File: config.mk
export PLATFORM = sky130hd
export DESIGN_NAME = prbs_seq_ctrl
export DESIGN_NICKNAME = d
export VERILOG_FILES = /design/src/rtl/prbs_seq_ctrl.sv
export SDC_FILE = /design/constraint.sdc
export NUM_CORES = 1
export LEC_CHECK = 0
export ABC_AREA = 1
export CAP_MARGIN = 20
export CORE_MARGIN = 2
export CORE_UTILIZATION = 55
export DETAILED_ROUTE_END_ITERATION = 8
export PLACE_DENSITY = 0.95
export SLEW_MARGIN = 20
export SYNTH_ARGS = -nofsm -noshare
export SYNTH_HDL_FRONTEND = slang
export SYNTH_SLANG_ARGS = --single-unit
File: constraint.sdc
create_clock -name clk -period 9.9 [get_ports clk]
set_clock_uncertainty 0.15 [all_clocks]
set_input_delay 1.485 -clock clk [delete_from_list [all_inputs] [get_ports clk]]
set_output_delay 1.485 -clock clk [all_outputs]
set_load 0.05 [all_outputs]
File: src/rtl/prbs_seq_ctrl.sv
// Frame sequencer for a PRBS byte generator: preamble (4*n bytes), payload (len bytes),
// pipeline drain and inter-frame gap, with abort and request rejection.
module prbs_seq_ctrl #(
   parameter int unsigned LEN_W      = 16,
   parameter int unsigned GAP_CYCLES = 4,
   parameter int unsigned DP_LAT     = 1
) (
   input  logic             clk,
   input  logic             rst,
   input  logic             cfg_valid,
   output logic             cfg_ready,
   input  logic [31:0]      cfg_pattern,
   input  logic [7:0]       cfg_n,
   input  logic [LEN_W-1:0] cfg_len,
   input  logic             abort,
   output logic             gen_rst,
   output logic             gen_enable,
   output logic [31:0]      gen_bytes,
   output logic [7:0]       gen_n,
   output logic             byte_valid,
   output logic             frame_start,
   output logic             frame_end,
   output logic             busy,
   output logic             done,
   output logic             aborted,
   output logic             err
);

   localparam int unsigned PRE_W = 10;
   localparam int unsigned GAP_W = (GAP_CYCLES > 1) ? $clog2(GAP_CYCLES) : 1;

   typedef enum logic [2:0] {
      IDLE  = 3'd0,
      LOAD  = 3'd1,
      PRE   = 3'd2,
      PAY   = 3'd3,
      DRAIN = 3'd4,
      GAP   = 3'd5
   } state_t;

   // With no datapath latency there is nothing to drain.
   localparam state_t END_ST = (DP_LAT == 0) ? GAP : DRAIN;

   state_t             state, state_d;
   logic [PRE_W-1:0]   pre_cnt, pre_cnt_d;
   logic [LEN_W-1:0]   pay_cnt, pay_cnt_d;
   logic [GAP_W-1:0]   gap_cnt, gap_cnt_d;
   logic [LEN_W-1:0]   len_q;
   logic               abort_q, abort_d;
   logic               en_d, take, err_d, done_d;
   logic               pend, fs_d, fe_d;
   logic [PRE_W-1:0]   pre_last;
   logic [DP_LAT:0]    pipe;   // pipe[0] = gen_enable, pipe[k] = gen_enable delayed k

   assign cfg_ready  = (state == IDLE);
   assign busy       = (state != IDLE);
   assign gen_enable = pipe[0];
   assign byte_valid = pipe[DP_LAT];
   assign pre_last   = {gen_n, 2'b00} - PRE_W'(1);

   // Bytes still to emerge after the one currently presented.
   always_comb begin
      pend = 1'b0;
      for (int unsigned k = 0; k < DP_LAT; k++) pend = pend | pipe[k];
   end

   always_ff @(posedge clk or posedge rst) begin
      if (rst) state <= IDLE;
      else     state <= state_d;
   end

   always_comb begin
      state_d   = state;
      pre_cnt_d = '0;
      pay_cnt_d = '0;
      gap_cnt_d = '0;
      abort_d   = abort_q;
      en_d      = 1'b0;
      take      = 1'b0;
      err_d     = 1'b0;
      done_d    = 1'b0;
      if (abort && (state == LOAD || state == PRE || state == PAY)) begin
         abort_d = 1'b1;
         state_d = END_ST;
      end else begin
         case (state)
            IDLE: begin
               if (cfg_valid) begin
                  if (cfg_len == '0) begin
                     err_d = 1'b1;
                  end else begin
                     take    = 1'b1;
                     abort_d = 1'b0;
                     state_d = LOAD;
                  end
               end
            end
            LOAD: begin
               en_d    = 1'b1;
               state_d = (gen_n != 8'd0) ? PRE : PAY;
            end
            PRE: begin
               en_d = 1'b1;
               if (pre_cnt == pre_last) state_d = PAY;
               else                     pre_cnt_d = pre_cnt + PRE_W'(1);
            end
            PAY: begin
               if (pay_cnt == len_q - LEN_W'(1)) begin
                  state_d = END_ST;
               end else begin
                  en_d      = 1'b1;
                  pay_cnt_d = pay_cnt + LEN_W'(1);
               end
            end
            DRAIN: begin
               if (!pend) state_d = GAP;
            end
            GAP: begin
               if (gap_cnt == GAP_W'(GAP_CYCLES - 1)) begin
                  state_d = IDLE;
                  done_d  = 1'b1;
               end else begin
                  gap_cnt_d = gap_cnt + GAP_W'(1);
               end
            end
            default: state_d = IDLE;
         endcase
      end
   end

   // Frame markers are produced one cycle ahead so they land registered on the byte.
   generate
      if (DP_LAT == 0) begin : g_lat0
         // Only the natural end is predictable here; an aborted frame has no frame_end.
         assign fs_d = en_d & ~pipe[0];
         assign fe_d = en_d && (state_d == PAY) && (pay_cnt_d == len_q - LEN_W'(1));
      end else if (DP_LAT == 1) begin : g_lat1
         assign fs_d = pipe[0] & ~pipe[1];
         assign fe_d = pipe[0] & ~en_d;
      end else begin : g_latn
         assign fs_d = pipe[DP_LAT-1] & ~pipe[DP_LAT];
         assign fe_d = pipe[DP_LAT-1] & ~pipe[DP_LAT-2];
      end
   endgenerate

   always_ff @(posedge clk or posedge rst) begin
      if (rst) begin
         pre_cnt     <= '0;
         pay_cnt     <= '0;
         gap_cnt     <= '0;
         len_q       <= '0;
         abort_q     <= 1'b0;
         pipe        <= '0;
         gen_bytes   <= '0;
         gen_n       <= '0;
         gen_rst     <= 1'b0;
         frame_start <= 1'b0;
         frame_end   <= 1'b0;
         done        <= 1'b0;
         aborted     <= 1'b0;
         err         <= 1'b0;
      end else begin
         pre_cnt     <= pre_cnt_d;
         pay_cnt     <= pay_cnt_d;
         gap_cnt     <= gap_cnt_d;
         abort_q     <= abort_d;
         pipe[0]     <= en_d;
         for (int unsigned k = 1; k <= DP_LAT; k++) pipe[k] <= pipe[k-1];
         gen_rst     <= take;
         frame_start <= fs_d;
         frame_end   <= fe_d;
         done        <= done_d;
         aborted     <= done_d & abort_q;
         err         <= err_d;
         if (take) begin
            gen_bytes <= cfg_pattern;
            gen_n     <= cfg_n;
            len_q     <= cfg_len;
         end
      end
   end

endmodule
==> out/results.ini <==
[final_layout]
drive_gt1_share_pct=5.30
diodes=0
synthToLayoutAreaGrowth_pct=29.1
final_cell_mix=222 x nand2_1, 109 x clkdlybuf4s50_1, 96 x dfrtp_1
nets=815
layout_commonest_cell=nand2_1
fin_util_pct=73.1
num-fill-cells=590

[drt]
antenna_left=0
drcViolationCount=0
wl_per_cell_um=14.5
via_per_inst=5.32
firstDrtPassIters=5
dr_total_vias=4587
drtIter0Drc=341
totalWireLength_mm=12.5

[clock_network]
postCtsSetupRepairBufs=0
cts_max_level=3
hold_buffers=0
cts_tree=yes
numCtsBuffers=9
cts.clk_slew.worst_paths_ps=90
post_cts_resize_count=0
clockRootBuffer=clkbuf_8
clk_latency_ps=370
clockBufferDepth=2
cts.sinks=96

[synthesis]
synth.distinct_cells=31
synth_cells=641
yosys_warnings=0
synthFlopType=dfrtp_1
synth_area_mm2=0.00492
yosysSeqAreaShare_pct=48.9
synth-edff-count=0
synth_fp_nets=706
ys_ff_latch=96
synthArstFlopShare_pct=100
synth_area_per_cell_um2=7.67

[grt]
grt_pass1_vias=4669
track_usage_pct=26.8
grt_max_degree=80
antenna_found_initial=0
grt_pass1_wl_mm=21.1
globalRouteOverflowTotal=0

[sta]
hold_viol_final=0
fin_crit_sh_pct=39.4
worst_pin_slew_ps=590
setup_violations=0
clock.fmax_mhz=257
min_period_ps=3900
finalMaxSlewViolations=0
tns_ps=0
grt_setup_unrepaired=no
max_slew_margin_pct=60.7

[power_and_ir_drop]
p_sw_share_pct=48.8
p_int_mw=1.02
power.leakage_nw=3.10
power.switching_mw=0.968
clockPowerShare_pct=14.6
powerDensity_mw_per_mm2=313
pwr-share-comb_pct=53.2
p_seq_share_pct=32.2
peakVddDrop_uv=228

[worst_setup_path]
endpoint_kind=primary output
crit_type=flip-flop to primary output
arrival_ps=2260
max_stage_delay_ps=870
critPathLaunch=state[0]
crit_path_top_delay_cell=clkdlybuf4s50_1
cp_data_required_time_ps=8270
path_cells=nor2_1, inv_1, nor2_2, clkdlybuf4s50_1
cp-start-kind=flip-flop
crit_fanout=6
reg2reg_from=gen_n[0]

[floorplan]
fp-row-count=34
dieArea_mm2=0.00971
die_h_um=98.6
die_width_um=98.6
initial_core_util_pct=56.7
core_area_mm2=0.00868
ioPinCount=110

[worst_hold_path]
hold_path_startpoint=pipe[0]
hold_path_class=flip-flop to flip-flop

[placed_design]
hpwl_mm=8.90
globalplace.congestion=0.907
io_buffers=109

[flow_run]
cap_violations=0

[run_status]
status=completed

[critical path, delay by kind of cell, from the launching register on]
kind | cells | cell delay [ps]
DFF | 1 | 440
buffers and inverters | 2 | 980
and+or+nand+nor | 2 | 470
[stage by stage]
step	cells	area (µm²)	power, mW	worst slack [ps]	hold WS [ps]
2_1_floorplan	641	4920	1.36	5760	258
3_3_place_gp	846	6100	1.65	6040	253
3_5_place_dp	846	6100	1.68	5950	257
4_1_cts	862	6330	1.98	5990	278
5_1_grt	863	6350	2.11	5920	297
6_report	863	6350	1.99	6000	282
[synthesized netlist by cell type (all sizes together) (2+ instances only)]
library cell    n  area (µm²)
inv            83         312
buf             6        38.8
nor3           12        70.1
dfrtp          96        2400
a31oi           2        12.5
ha              5        62.6
nor3b           2        15.0
clkbuf          9        33.8
nand3          38         190
nor4            3        18.8
xnor2          13         114
a21oi           5        25.0
nor2           77         338
nand4          12        75.1
nand2         227         875
nand3b          5        37.5
o21ai          26         130
xor2           16         140
[kinds of logic after synthesis]
family	synth area share [%]
adder cells (fa/ha/maj)	1.27
AND/OR/NAND/NOR	33.1
XOR/XNOR	5.17
flip-flops	48.9
buffers and inverters	7.81
AO/OA/AOI/OAI	3.84
[cell type report]
cell class	count	area, µm²	share of cell area, %
tap	108	135	2.13
inverter	83	313	4.93
clock buffer	10	138	2.17
timing repair buffer	113	1130	17.9
clock inverter	6	90.1	1.42
multi-input combinational	447	2140	33.6
sequential	96	2400	37.8
[state kept, by name, summed over array words and instances (netlist names)]
signal / count
state: 3
pre_cnt: 10
aborted: 1
pipe: 2
frame_start: 1
gen_bytes: 32
abort_q: 1
pay_cnt: 16
err: 1
gen_rst: 1
frame_end: 1
done: 1
gen_n: 8
len_q: 16
gap_cnt: 2
[power groups by stage]
stage / Combinational, mW / Sequential [mW] / Clock [mW]
2_1_floorplan: 0.447 / 0.910 / 0
4_1_cts: 1.06 / 0.636 / 0.292
3_5_place_dp: 1.05 / 0.640 / 0
6_report: 1.06 / 0.640 / 0.290
3_3_place_gp: 1.01 / 0.637 / 0
5_1_grt: 1.15 / 0.656 / 0.308
[per-layer routing]
metal	vias up	GRT usage (%)	wire length [µm]
met2	184	48.0	6470
met4	0	9.69	404
met3	36	5.04	737
met1	2173	32.2	4890
li1	2194	-	-
met5	-	0	0
[worst paths after layout]
kind	to	slack, ps	depth (start not counted)
worst min-delay path	pipe[1]	280	0
worst min register to register	pipe[1]	280	0
worst max register to register	state[2]	7380	14
max in group asynchronous	len_q[3]	7360	4
min in group asynchronous	gen_bytes[22]	1240	2
worst max-delay path	cfg_ready	6000	4
No activity file was read; power rests on OpenSTA's default activity.
